[src/rtl/score_display_mux.sv]
// Four-digit multiplexed 7-segment score display: two players, two BCD digits each.
// Digits are latched into a shadow once per full scan so a refresh never mixes old and new values.
module score_display_mux #(
   parameter int REFRESH_DIV = 100000,
   parameter int FLASH_DIV   = 25000000
) (
   input  logic       clk,
   input  logic       reset,
   input  logic [3:0] p1_dig0,
   input  logic [3:0] p1_dig1,
   input  logic [3:0] p2_dig0,
   input  logic [3:0] p2_dig1,
   input  logic       blank_lz,
   input  logic       flash,
   output logic [3:0] an,
   output logic [6:0] seg,
   output logic       dp
);

   localparam int PW = $clog2(REFRESH_DIV);
   localparam int FW = $clog2(FLASH_DIV);
   localparam logic [PW-1:0] PRESC_MAX = PW'(REFRESH_DIV - 1);
   localparam logic [FW-1:0] FCNT_MAX  = FW'(FLASH_DIV - 1);

   typedef enum logic [1:0] {SLOT0 = 2'd0, SLOT1 = 2'd1, SLOT2 = 2'd2, SLOT3 = 2'd3} slot_t;

   logic [PW-1:0] presc_q, presc_d;
   slot_t         slot_q, slot_d;
   logic [15:0]   shadow_q, shadow_d;
   logic [FW-1:0] fcnt_q, fcnt_d;
   logic          fphase_q, fphase_d;
   logic [3:0]    an_q, an_d;
   logic [6:0]    seg_q, seg_d;
   logic          dp_q, dp_d;

   logic          presc_wrap;
   logic          fcnt_wrap;
   logic [3:0]    digit;

   // Active-low {g,f,e,d,c,b,a}; non-BCD values show a dash.
   function automatic logic [6:0] seg7(input logic [3:0] d);
      case (d)
         4'd0:    seg7 = 7'b1000000;
         4'd1:    seg7 = 7'b1111001;
         4'd2:    seg7 = 7'b0100100;
         4'd3:    seg7 = 7'b0110000;
         4'd4:    seg7 = 7'b0011001;
         4'd5:    seg7 = 7'b0010010;
         4'd6:    seg7 = 7'b0000010;
         4'd7:    seg7 = 7'b1111000;
         4'd8:    seg7 = 7'b0000000;
         4'd9:    seg7 = 7'b0010000;
         default: seg7 = 7'b0111111;
      endcase
   endfunction

   always_ff @(posedge clk or posedge reset) begin
      if (reset) begin
         presc_q  <= '0;
         slot_q   <= SLOT0;
         shadow_q <= '0;
         fcnt_q   <= '0;
         fphase_q <= 1'b0;
         an_q     <= '1;
         seg_q    <= '1;
         dp_q     <= 1'b1;
      end else begin
         presc_q  <= presc_d;
         slot_q   <= slot_d;
         shadow_q <= shadow_d;
         fcnt_q   <= fcnt_d;
         fphase_q <= fphase_d;
         an_q     <= an_d;
         seg_q    <= seg_d;
         dp_q     <= dp_d;
      end
   end

   always_comb begin
      presc_wrap = (presc_q == PRESC_MAX);
      presc_d    = presc_wrap ? '0 : presc_q + 1'b1;

      slot_d = slot_q;
      if (presc_wrap) begin
         case (slot_q)
            SLOT0:   slot_d = SLOT1;
            SLOT1:   slot_d = SLOT2;
            SLOT2:   slot_d = SLOT3;
            default: slot_d = SLOT0;
         endcase
      end

      shadow_d = shadow_q;
      if (presc_q == '0 && slot_q == SLOT0)
         shadow_d = {p1_dig1, p1_dig0, p2_dig1, p2_dig0};

      fcnt_wrap = (fcnt_q == FCNT_MAX);
      fcnt_d    = fcnt_wrap ? '0 : fcnt_q + 1'b1;
      fphase_d  = fphase_q ^ fcnt_wrap;

      case (slot_q)
         SLOT0:   begin digit = shadow_q[3:0];   an_d = 4'b1110; end
         SLOT1:   begin digit = shadow_q[7:4];   an_d = 4'b1101; end
         SLOT2:   begin digit = shadow_q[11:8];  an_d = 4'b1011; end
         default: begin digit = shadow_q[15:12]; an_d = 4'b0111; end
      endcase

      seg_d = seg7(digit);
      // Only tens slots are candidates for leading-zero blanking; the anode stays on.
      if ((slot_q == SLOT1 || slot_q == SLOT3) && blank_lz && digit == 4'd0)
         seg_d = '1;
      dp_d = (slot_q != SLOT2);

      if (flash && fphase_q) begin
         an_d  = '1;
         seg_d = '1;
         dp_d  = 1'b1;
      end
   end

   assign an  = an_q;
   assign seg = seg_q;
   assign dp  = dp_q;

endmodule

[config.mk]
export PLATFORM = sky130hd
export DESIGN_NAME = score_display_mux
export DESIGN_NICKNAME = d
export VERILOG_FILES = /design/src/rtl/score_display_mux.sv
export SDC_FILE = /design/constraint.sdc
export NUM_CORES = 1
export LEC_CHECK = 0
export BUFFER_PORTS_ARGS = -buffer_cell sky130_fd_sc_hd__buf_2
export CAP_MARGIN = 20
export CORE_ASPECT_RATIO = 0.8
export CORE_MARGIN = 2
export CORE_UTILIZATION = 35
export DETAILED_ROUTE_END_ITERATION = 12
export HOLD_SLACK_MARGIN = 0.06
export PLACE_DENSITY = 0.49
export SLEW_MARGIN = 0
export SYNTH_ARGS = -nofsm -noshare
export SYNTH_HDL_FRONTEND = slang
export SYNTH_SLANG_ARGS = --single-unit
[constraint.sdc]
create_clock -name clk -period 2.8 [get_ports clk]
set_input_delay 0.56 -clock clk [delete_from_list [all_inputs] [get_ports clk]]
set_output_delay 0.56 -clock clk [all_outputs]
set_load 0.05 [all_outputs]
After elaboration in Yosys (flattened, before gate mapping). Memories as Yosys holds them, arrays and structs flattened. Index checks and enable logic that the tools add are counted.

Bits of input ports: 20. Memory bits (writable): 0. Word-level logic and storage cells: 35. Output and inout bits: 12. Flip-flop bits (word level): 73. Memories kept: 1. Bits in latches: 0. ROM bits: 112.

Multiply operators: 0. Mux-type cells: 9. Shift operators: 0. Reduce and logical (&&, ||, !) cells: 8. $add $sub $neg: 2. Div/mod/pow operators: 0. Equality and inequality tests: 6. Bitwise logic cells: 1. Magnitude comparators: 0.

Memories: (no name shown) (words 16, bits a word 7, read ports 1, clocked after Yosys merged registers in 0, wr ports 0, line 42) `case (d)`.

Operators by type and width (number): adder 25 x 1 -> 25 bit, second input constant (1); equality test 25 bit, second input constant (1); 2-to-1 mux 25 bit (1); case mux 4 bit (3 select lines) (2); adder 17 x 1 -> 17 bit, second input constant (1); equality test 17 bit, second input constant (1); logical NOT 17 bit (1); 2-to-1 mux 17 bit (1); 2-to-1 mux 7 bit (2); case mux 2 bit (3 select lines) (1); equality test 2 bit, second input constant (2); logical AND 1 bit (4); logical NOT 4 bit (1); 2-to-1 mux 4 bit (1); equality test 2 x 1 -> 1 bit, second input constant (1); logical NOT 2 bit (1); inequality test 2 bit, second input constant (1); logical OR 1 bit (1); 2-to-1 mux 1 bit (1); bitwise XOR 1 bit (1).

Longest topological paths before layout. Gate-level depths: netlist (run 1).

Depth in word-level cells: 6. Mapped depth: 9. Mapped depth without buffers: 9.

Worst setup path after synthesis (run 1). Ideal clock, no wire load.

Path kind: register -> register. Start point: register slot_q[1]. End point: register seg_q[6], in the netlist seg[6]. Path buffers: 1. Arrival: 2051 ps. Stages on the path, launching flop included: 9. Setup time: 98 ps. Slack: 651 ps. Clock period less this slack: 2149 ps. Required time: 2702 ps. Path through: dfrtp_1 -> ha_1 -> clkbuf_1 -> mux2i_1 -> inv_1 -> ha_1 -> o211a_1 -> a32oi_1 -> o21ai_0.

Cells in the longest elaborated chain, start to end: 6. Elaborated cells between the ends (all ways): 12. Those cells by class: eq/ne (3); mux (3); reduce/logical (5); memory (1).

Ends and longest elaborated chain: start: declaration (line 28) `slot_t slot_q, slot_d;`; start signal: assignment (line 69) `slot_q <= slot_d;`; parallel branches: the longest is 4 deep, another holds memory read (16 x 7 bit); 2-to-1 mux 7 bit (*) (line 110) `if ((slot_q == SLOT1 || slot_q == SLOT3) && blank_lz && digit == 4'd0)`; 2-to-1 mux 7 bit (*) (line 114) `if (flash && fphase_q) begin`; via seg_d[6] (line 33) `logic [6:0] seg_q, seg_d;`; end signal: assignment (line 74) `seg_q <= seg_d;`; end: declaration (line 33).

Mark *: on every way through the listed nets, which the timed path passes. A chain may end at the register's enable or synchronous reset.

Worst setup path in the final report (run 1).
Start point: register slot_q[0]. End point: register seg_q[5], in the netlist seg[5].

The elaborated chain is that of the path after synthesis.

==> metrics.yaml, run 1 <==
max-cap-violations: 0
fp.dieW_um: 115
crit_path_cell_trace: "inv_1, ha_1, a222oi_1, mux2i_1, inv_1, ha_1, o211a_1, a32oi_1, o21ai_0"
syn_area_per_cell_sq_um: 11.1
place_ws_ns: 0.419
grt_start_max_net_pins: 45
io_pins: 32
cp_slowest_cell: "mux2i_1"
overflow: 0
crit_path_max_incr_delay_ns: 0.44
startpoint_type: "flop"
skew_ns: 0.00654
start_util_pct: 35.8
p_per_area_mw_per_mm2: 612
ant_nets: 0
instances_no_fill: 474
layout_setup_ws_ns: 0.395
use_met3_pct: 4.19
crit_path_end_kind: "flop"
die_y_um: 92.5
dieArea_sq_mm: 0.0106
final-max-slew-violation-count: 0
crit_fanout: 8
path_delay_family: "compound AO/OA/AOI/OAI gates"
drive_gt1_share_pct: 24.8
setup_tns_ns: 0
vias_per_cell: 5.03
synthTopCellsByCount: "61 x dfrtp_1, 24 x nor2_1, 23 x nand2_1"
ys_top_cells_by_area: "dfrtp_1 45%, dfstp_2 8.4%, mux2_2 5.9%, xnor2_1 4.6%, ha_1 3.7%"
path_class: "reg -> reg"
hp-class: "in -> async"
use_met2_pct: 19.6
clkTransAtPathRegs_ns: 0.06
cts_tree: "done"
gp_congestion: 0.767
fin_nets: 380
dpl.hpwl_mm: 4.73
syn_to_final_growth_pct: 19.6
tightestPinTransition_ns: 0.772
num_vias: 2385
drc: 0
synth_seq_cells: 72
post-place-cells: 458
synth.top_cell.area_share_pct: 44.6
grt_pass1_wl_mm: 11.3
post_cts_buffers: 0
routed_wirelength_mm: 6.66
cts_buffer_depth: 2
cts_htree_levels: 3
async_flop_share_pct: 100
status: "finished clean"
synth_nets: 340
arrival_ns: 2.65
ys_warn_count: 0
synth_ff_type: "dfrtp_1"
grt_pass1_vias: 2359
num_antenna_cells: 0
setup_violations: 0
cts_made_buffers: 9
fin_total_pwr_mw: 2.51
crit_buf_inv: 2
max_freq_mhz: 416
port_buffers: 31
yosysTopAreaCell: "dfrtp_1"
syn_inst: 310
cp-startpoint: "slot_q[0]"
slew_headroom_pct: 48.1
hold_buffers: 0
fin_crit_sh_pct: 85.9
r2r_start: "slot_q[0]"
antenna_found_initial: 0
syn-cell-area_sq_mm: 0.00343
cts-root-buf: "clkbuf_16"
required_ns: 3.04
hold_violations: 0
p_leak_nw: 1.79
yosysUniqueCellTypes: 44
cts.repair.resized: 0
firstDrtPassIters: 4
ir_worst_vdd_mv: 0.264
grtUsageTotal_pct: 13.7
grt_use_met1_pct: 19.4
wl_per_cell_um: 14.1
synth_edf_count: 0
busiest_layer: "met2"
synth_most_common_cell: "dfrtp_1"
seq_area_frac_synth_pct: 53.0
num_rows: 32
cts_num_sinks: 72
finalCriticalPeriod_ns: 2.41
clk_latency_ns: 0.33
rsz0062_at_grt: "false"
dr.first_iter.drc_count: 79
design.core.area_sq_mm: 0.00957
[power by group]
group	internal, mW	switching, mW	total, mW
Sequential	1.07	0.00911	1.08
Clock	0.876	0.437	1.31
Combinational	0.0386	0.0794	0.118
Total	1.98	0.526	2.51
[worst paths after layout]
kind | end | slack (ns) | depth (start not counted)
min in group clk | shadow_q[0] | 0.46 | 2
max reg2reg | seg[5] | 0.39 | 9
max | seg[5] | 0.39 | 9
min reg2reg | fcnt_q[0] | 0.49 | 1
min | fcnt_q[12] | 0.32 | 2
max in group asynchronous | an[0] | 1.77 | 3
[kinds of logic after synthesis]
logic type | share of synthesized area, %
AOI/OAI and AO/OA | 7.27
xor gates and xnor gates | 7.93
adders and majority gates | 3.65
buffers and inverters | 2.41
DFF | 53.0
muxes | 7.67
and+or+nand+nor | 18.1
[layout make-up]
cell class,instances,area [sq um]
Sequential cell,72,1820
Clock buffer,10,229
Fill cell,905,5470
Inverter,13,48.8
Clock inverter,6,115
Tap cell,119,149
Multi-Input combinational cell,218,1530
Timing Repair Buffer,36,205
[state kept, by name, indices dropped and copies added, names as in the netlist]
name and cells:
fcnt_q 25, presc_q 17, shadow_q 16, seg 7
an 4, slot_q 2, fphase_q 1
[cells in the final DEF (no fill, tap or decap), types with 4 or more instances in the layout]
master,n
a21oi_1,8
and3_1,7
and4_1,5
buf_2,31
buf_4,4
clkbuf_16,9
dfrtp_1,61
dfstp_2,11
ha_1,10
inv_1,12
mux2_2,18
mux2i_1,6
nand2_1,23
nand3_1,16
nand4_1,10
nor2_1,24
nor3_1,4
nor4_1,6
o21ai_0,11
or3_1,5
xnor2_1,18
xor2_1,13
[stage by stage]
| stage | util, % | hold slack [ns] | area [sq um] |
|---|---|---|---|
| floorplan | - | 0.455 | 3430 |
| global placement | 39.2 | 0.482 | 3750 |
| detailed placement | 39.2 | 0.480 | 3750 |
| CTS | 42.8 | 0.349 | 4100 |
| global route | 42.8 | 0.377 | 4100 |
| finish | 42.8 | 0.324 | 4100 |
[routing by layer]
layer / vias to the layer above / wire (um)
met5: - / 0
met4: 0 / 99
met3: 8 / 269
met2: 48 / 2840
met1: 1139 / 3450
li1: 1190 / -
Power figures use the tool's default switching activity.
==> run 2: changes to the inputs <==
Settings changed: CELL_PAD_IN_SITES_DETAIL_PLACEMENT set to 1, CELL_PAD_IN_SITES_GLOBAL_PLACEMENT set to 1, CORE_MARGIN 2 to not set, PLACE_DENSITY 0.49 to 0.59.
==> metrics.yaml, run 2 (synthesized netlist as in run 1, its figures left out) <==
drive_gt1_share_pct: 25.5  # +0.70 points
fill_cells: 1031  # +14%
path_class: "reg -> reg"
cts_made_buffers: 9  # unchanged
crit_path_max_incr_delay_ns: 0.41  # -0.03 ns
crit_path_end_kind: "flop"
setup_violations: 0  # unchanged
ant_nets: 0  # unchanged
final_common_cell: "dfrtp_1"
hold_violations: 0  # unchanged
clk_latency_ns: 0.33  # about the same
grt_pass1_vias: 2580  # +9.4%
dr.first_iter.drc_count: 124  # +57%
dpl_cell_area_sq_mm: 0.00376  # +0.27%
crit_fanout: 8  # unchanged
max-cap-violations: 0  # unchanged
dpl.hpwl_mm: 5.45  # +15%
drc: 0  # unchanged
routed_wirelength_mm: 7.50  # +13%
grtUsageTotal_pct: 16.9  # +3.2 points
largest_reg_flops: 25  # unchanged
grt_start_max_net_pins: 34  # -24%
die_y_um: 90.5  # -2.2%
clkTransAtPathRegs_ns: 0.06  # about the same
dieArea_sq_mm: 0.0102  # -3.9%
syn_to_final_growth_pct: 20.0
largestRegisters: "fcnt_q x25, presc_q x17, shadow_q x16"
port_buffers: 31  # unchanged
cts_num_sinks: 72  # unchanged
startpoint_type: "flop"
mostFrequentLayoutCells: "61 x dfrtp_1, 31 x buf_2, 24 x nor2_1"
antenna_found_initial: 0  # unchanged
io_pins: 32  # unchanged
fin_crit_sh_pct: 86.8  # +0.85 points
design.core.area_sq_mm: 0.00927  # -3.1%
start_util_pct: 37.0  # +1.2 points
arrival_ns: 2.65  # about the same
cts-root-buf: "clkbuf_16"
status: "finished clean"
num_rows: 31  # -3.1%
required_ns: 3.02  # -0.02 ns
gp_congestion: 0.787  # +2.6%
fp.dieW_um: 113  # -1.7%
crit_path_cell_trace: "inv_1, ha_1, a222oi_1, mux2i_2, inv_1, ha_1, o211a_1, a32oi_1, o21ai_0"
wl_per_cell_um: 15.9  # +13%
rsz0062_at_grt: "false"
cts_htree_levels: 3  # unchanged
setup_tns_ns: 0  # unchanged
p_leak_nw: 1.80  # +0.68%
hp-class: "in -> async"
cts_tree: "done"
overflow: 0  # unchanged
num_vias: 2475  # +3.8%
ir_worst_vdd_mv: 0.337  # +28%
p_per_area_mw_per_mm2: 614  # +0.36%
skew_ns: 0.00743  # +0.000891 ns
fin_area_sq_mm: 0.00411  # +0.34%
slew_headroom_pct: 41.5  # -6.6 points
top_register: "fcnt_q"
max_freq_mhz: 412  # -0.98%
place_ws_ns: 0.262  # -0.156 ns
firstDrtPassIters: 4  # unchanged
cp_slowest_cell: "dfrtp_1"
layout_setup_ws_ns: 0.371  # -0.0237 ns
vias_per_cell: 5.24  # +4.2%
num_antenna_cells: 0  # unchanged
finalCriticalPeriod_ns: 2.43  # +0.0237 ns
fin_nets: 382  # +0.53%
cts_buffer_depth: 2  # unchanged
final-max-slew-violation-count: 0  # unchanged
grt_pass1_wl_mm: 13.4  # +18%
hold_buffers: 0  # unchanged
tightestPinTransition_ns: 0.870  # +0.0977 ns
==> run 2: cell types whose count changed in the layout (fill, tap and decap cells not counted) <==
cell | previous run | this run
mux2i_2 | 0 | 1
buf_4 | 4 | 6
clkinv_4 | 0 | 1
inv_6 | 2 | 1
mux2i_1 | 6 | 5
==> run 2: metal layers <==
metal | up-vias | share of wire (%) | global-route usage [%]
met3 | 9 | 2.8 | 5.30
met4 | 0 | 1.3 | 5.56
li1 | 1198 | - | -
met1 | 1239 | 52 | 24.4
met2 | 29 | 44 | 23.8
met5 | - | 0 | 0
==> run 2: through the flow <==
step | power [mW] | instances | utilization [%] | hold WS [ns]
after floorplan | 1.17 | 310 | - | 0.455
after global placement | 1.22 | 456 | 40.6 | 0.477
after detailed placement | 1.22 | 456 | 40.6 | 0.482
after CTS | 2.56 | 472 | 44.3 | 0.142
after global routing | 2.62 | 472 | 44.3 | 0.152
final | 2.52 | 472 | 44.3 | 0.144
==> run 2: repair_timing <==
| item | CTS | global route |
|---|---|---|
| setup buffers | 0 | 0 |
| endpoints found under the setup margin | 0 | 1 |
| resized for setup | 0 | 1 |
==> run 2: worst paths after layout <==
check,startpoint,end,slack (ns),cells past startpoint
setup / recovery,slot_q[0],seg[6],0.37,9
hold / removal,reset,fcnt_q[14],0.14,2
setup reg to reg,slot_q[0],seg[6],0.37,9
hold reg to reg,fcnt_q[0],fcnt_q[0],0.49,1
max in group asynchronous,reset,shadow_q[5],1.96,3
min in group clk,p2_dig0[3],shadow_q[3],0.45,2
==> run 2: critical path, delay by kind of cell (launching register included) <==
family                   cells  cell delay [ns]
AO/OA/AOI/OAI                4             0.76
adder cells (fa/ha/maj)      2             0.54
buffers and inverters        2             0.26
flip-flops                   1             0.41
multiplexers                 1             0.37
==> run 2: final cells by class <==
cell class,instances,area [sq um],area share [%]
clock inverters,6,115,2.80
well taps,115,144,3.50
flip-flops and latches,72,1820,44.2
clock buffers,10,229,5.57
inverters,13,48.8,1.19
multi-input cells,218,1540,37.4
repair buffers,38,220,5.36
==> run 2: power by group <==
| part | internal [mW] | switching (mW) | total [mW] | leakage (nW) |
|---|---|---|---|---|
| Combinational | 0.0399 | 0.0813 | 0.121 | 0.738 |
| Sequential | 1.07 | 0.00919 | 1.08 | 0.902 |
| Clock | 0.875 | 0.452 | 1.33 | 0.163 |
| Total | 1.98 | 0.543 | 2.52 | 1.80 |
==> run 3: changes to the inputs <==
Settings changed: BUFFER_PORTS_ARGS -buffer_cell sky130_fd_sc_hd__buf_2 to not set, DONT_BUFFER_PORTS set to 1, PLACE_DENSITY 0.59 to 0.55.
==> metrics.yaml, run 3 (synthesized netlist as in run 1, its figures left out) <==
fin_nets: 350  # -8.4%
skew_ns: 0.00670  # -0.000732 ns
cts_made_buffers: 9  # unchanged
cts-root-buf: "clkbuf_16"
tightestPinTransition_ns: 0.830  # -0.0397 ns
final-max-slew-violation-count: 0  # unchanged
mostFrequentLayoutCells: "61 x dfrtp_1, 24 x nor2_1, 23 x nand2_1"
num_rows: 31  # unchanged
crit_path_cell_trace: "inv_1, ha_1, a222oi_1, mux2i_1, inv_1, ha_1, o211a_1, a32oi_1, o21ai_0"
hp-class: "in -> async"
cp_slowest_cell: "dfrtp_1"
port_buffers: 0  # -100%
setup_violations: 0  # unchanged
startpoint_type: "flop"
firstDrtPassIters: 6  # +2
largestRegisters: "fcnt_q x25, presc_q x17, shadow_q x16"
layout_setup_ws_ns: 0.437  # +0.0660 ns
drive_gt1_share_pct: 18.2  # -7.3 points
place_ws_ns: 0.309  # +0.0467 ns
crit_fanout: 6  # -2
largest_reg_flops: 25  # unchanged
required_ns: 3.02  # about the same
gp_congestion: 0.781  # -0.76%
num_vias: 2362  # -4.6%
dpl.hpwl_mm: 5.17  # -5.1%
status: "finished clean"
hold_buffers: 0  # unchanged
finalCriticalPeriod_ns: 2.36  # -0.0660 ns
grt_pass1_wl_mm: 12.6  # -5.6%
cts_tree: "done"
clk_latency_ns: 0.33  # about the same
max-cap-violations: 0  # unchanged
grt_pass1_vias: 2465  # -4.5%
fp.dieW_um: 113  # unchanged
crit_path_max_incr_delay_ns: 0.40  # about the same
arrival_ns: 2.59  # -0.06 ns
cts.repair.resized: 0  # unchanged
fin_crit_sh_pct: 84.4  # -2.4 points
drc: 0  # unchanged
p_per_area_mw_per_mm2: 633  # +3.0%
top_register: "fcnt_q"
num_antenna_cells: 0  # unchanged
final_common_cell: "dfrtp_1"
cts_num_sinks: 72  # unchanged
rsz0062_at_grt: "false"
setup_tns_ns: 0  # unchanged
clkTransAtPathRegs_ns: 0.06  # about the same
wl_per_cell_um: 16.6  # +4.7%
design.core.area_sq_mm: 0.00927  # unchanged
cts_buffer_depth: 2  # unchanged
overflow: 0  # unchanged
path_delay_family: "compound AO/OA/AOI/OAI gates"
p_leak_nw: 1.69  # -6.4%
path_class: "reg -> reg"
grtUsageTotal_pct: 16.0  # -0.89 points
fill_cells: 1012  # -1.8%
crit_path_end_kind: "flop"
ir_worst_vdd_mv: 0.270  # -20%
vias_per_cell: 5.37  # +2.4%
grt_start_max_net_pins: 47  # +38%
max_freq_mhz: 423  # +2.8%
syn_to_final_growth_pct: 15.3
cts_htree_levels: 3  # unchanged
slew_headroom_pct: 44.2  # +2.7 points
dr.first_iter.drc_count: 75  # -40%
routed_wirelength_mm: 7.32  # -2.4%
post_cts_buffers: 0  # unchanged
hold_violations: 0  # unchanged
die_y_um: 90.5  # unchanged
ant_nets: 0  # unchanged
antenna_found_initial: 0  # unchanged
start_util_pct: 37.0  # unchanged
io_pins: 32  # unchanged
dieArea_sq_mm: 0.0102  # unchanged
crit_buf_inv: 2  # unchanged
run 3: cell types whose count changed in the layout (fill, tap and decap cells not counted):
cell / change
clkinvlp_4: -1
clkinv_2: +1
inv_6: -1
clkbuf_8: +1
buf_2: -31
buf_4: -1
run 3: worst paths after layout:
check                      startpoint     endpoint  slack, ns  cells after the start
setup / recovery            slot_q[0]       seg[6]       0.44                      9
hold / removal                  reset  presc_q[10]       0.18                      1
setup reg to reg            slot_q[0]       seg[6]       0.44                      9
max in group asynchronous       reset       seg[1]       1.89                      2
hold reg to reg            presc_q[8]   presc_q[8]       0.49                      1
min in group clk           p1_dig0[1]  shadow_q[9]       0.38                      1
run 3: area by class of cell:
class	instances	area, sq um	share of cell area, %
repair buffers	6	57.6	1.46
inverters	13	48.8	1.24
flip-flops and latches	72	1820	46.0
clock buffers	11	243	6.15
multi-input cells	218	1540	38.9
clock inverters	5	104	2.63
well taps	115	144	3.64
run 3: power breakdown:
group	switching, mW	internal, mW
Clock	0.429	0.894
Sequential	0.0395	1.07
Combinational	0.0441	0.0242
Total	0.513	1.99
run 3: through the flow:
stage          power, mW  hold slack [ns]  cells  cell area (sq um)  util (%)
2_1_floorplan       1.17            0.455    310               3430         -
3_3_place_gp        1.20            0.477    424               3600      38.8
3_5_place_dp        1.20            0.483    424               3600      38.8
4_1_cts             2.53            0.187    440               3950      42.6
5_1_grt             2.58            0.216    440               3950      42.6
6_report            2.50            0.180    440               3950      42.6
run 3: worst register-to-register path, stage by stage, from the launching register on:
cell and delay [ns]:
dfrtp_1 0.40, inv_1 0.11, ha_1 0.29, a222oi_1 0.17, mux2i_1 0.38, inv_1 0.13, ha_1 0.23, o211a_1 0.17
a32oi_1 0.24, o21ai_0 0.14
run 3: layer usage:
layer / vias to the layer above / share of wire [%] / track usage, %
li1: 1135 / - / -
met1: 1180 / 51 / 21.6
met2: 38 / 43 / 23.8
met3: 9 / 4.2 / 5.17
met4: 0 / 1.4 / 6.22
met5: - / 0 / 0
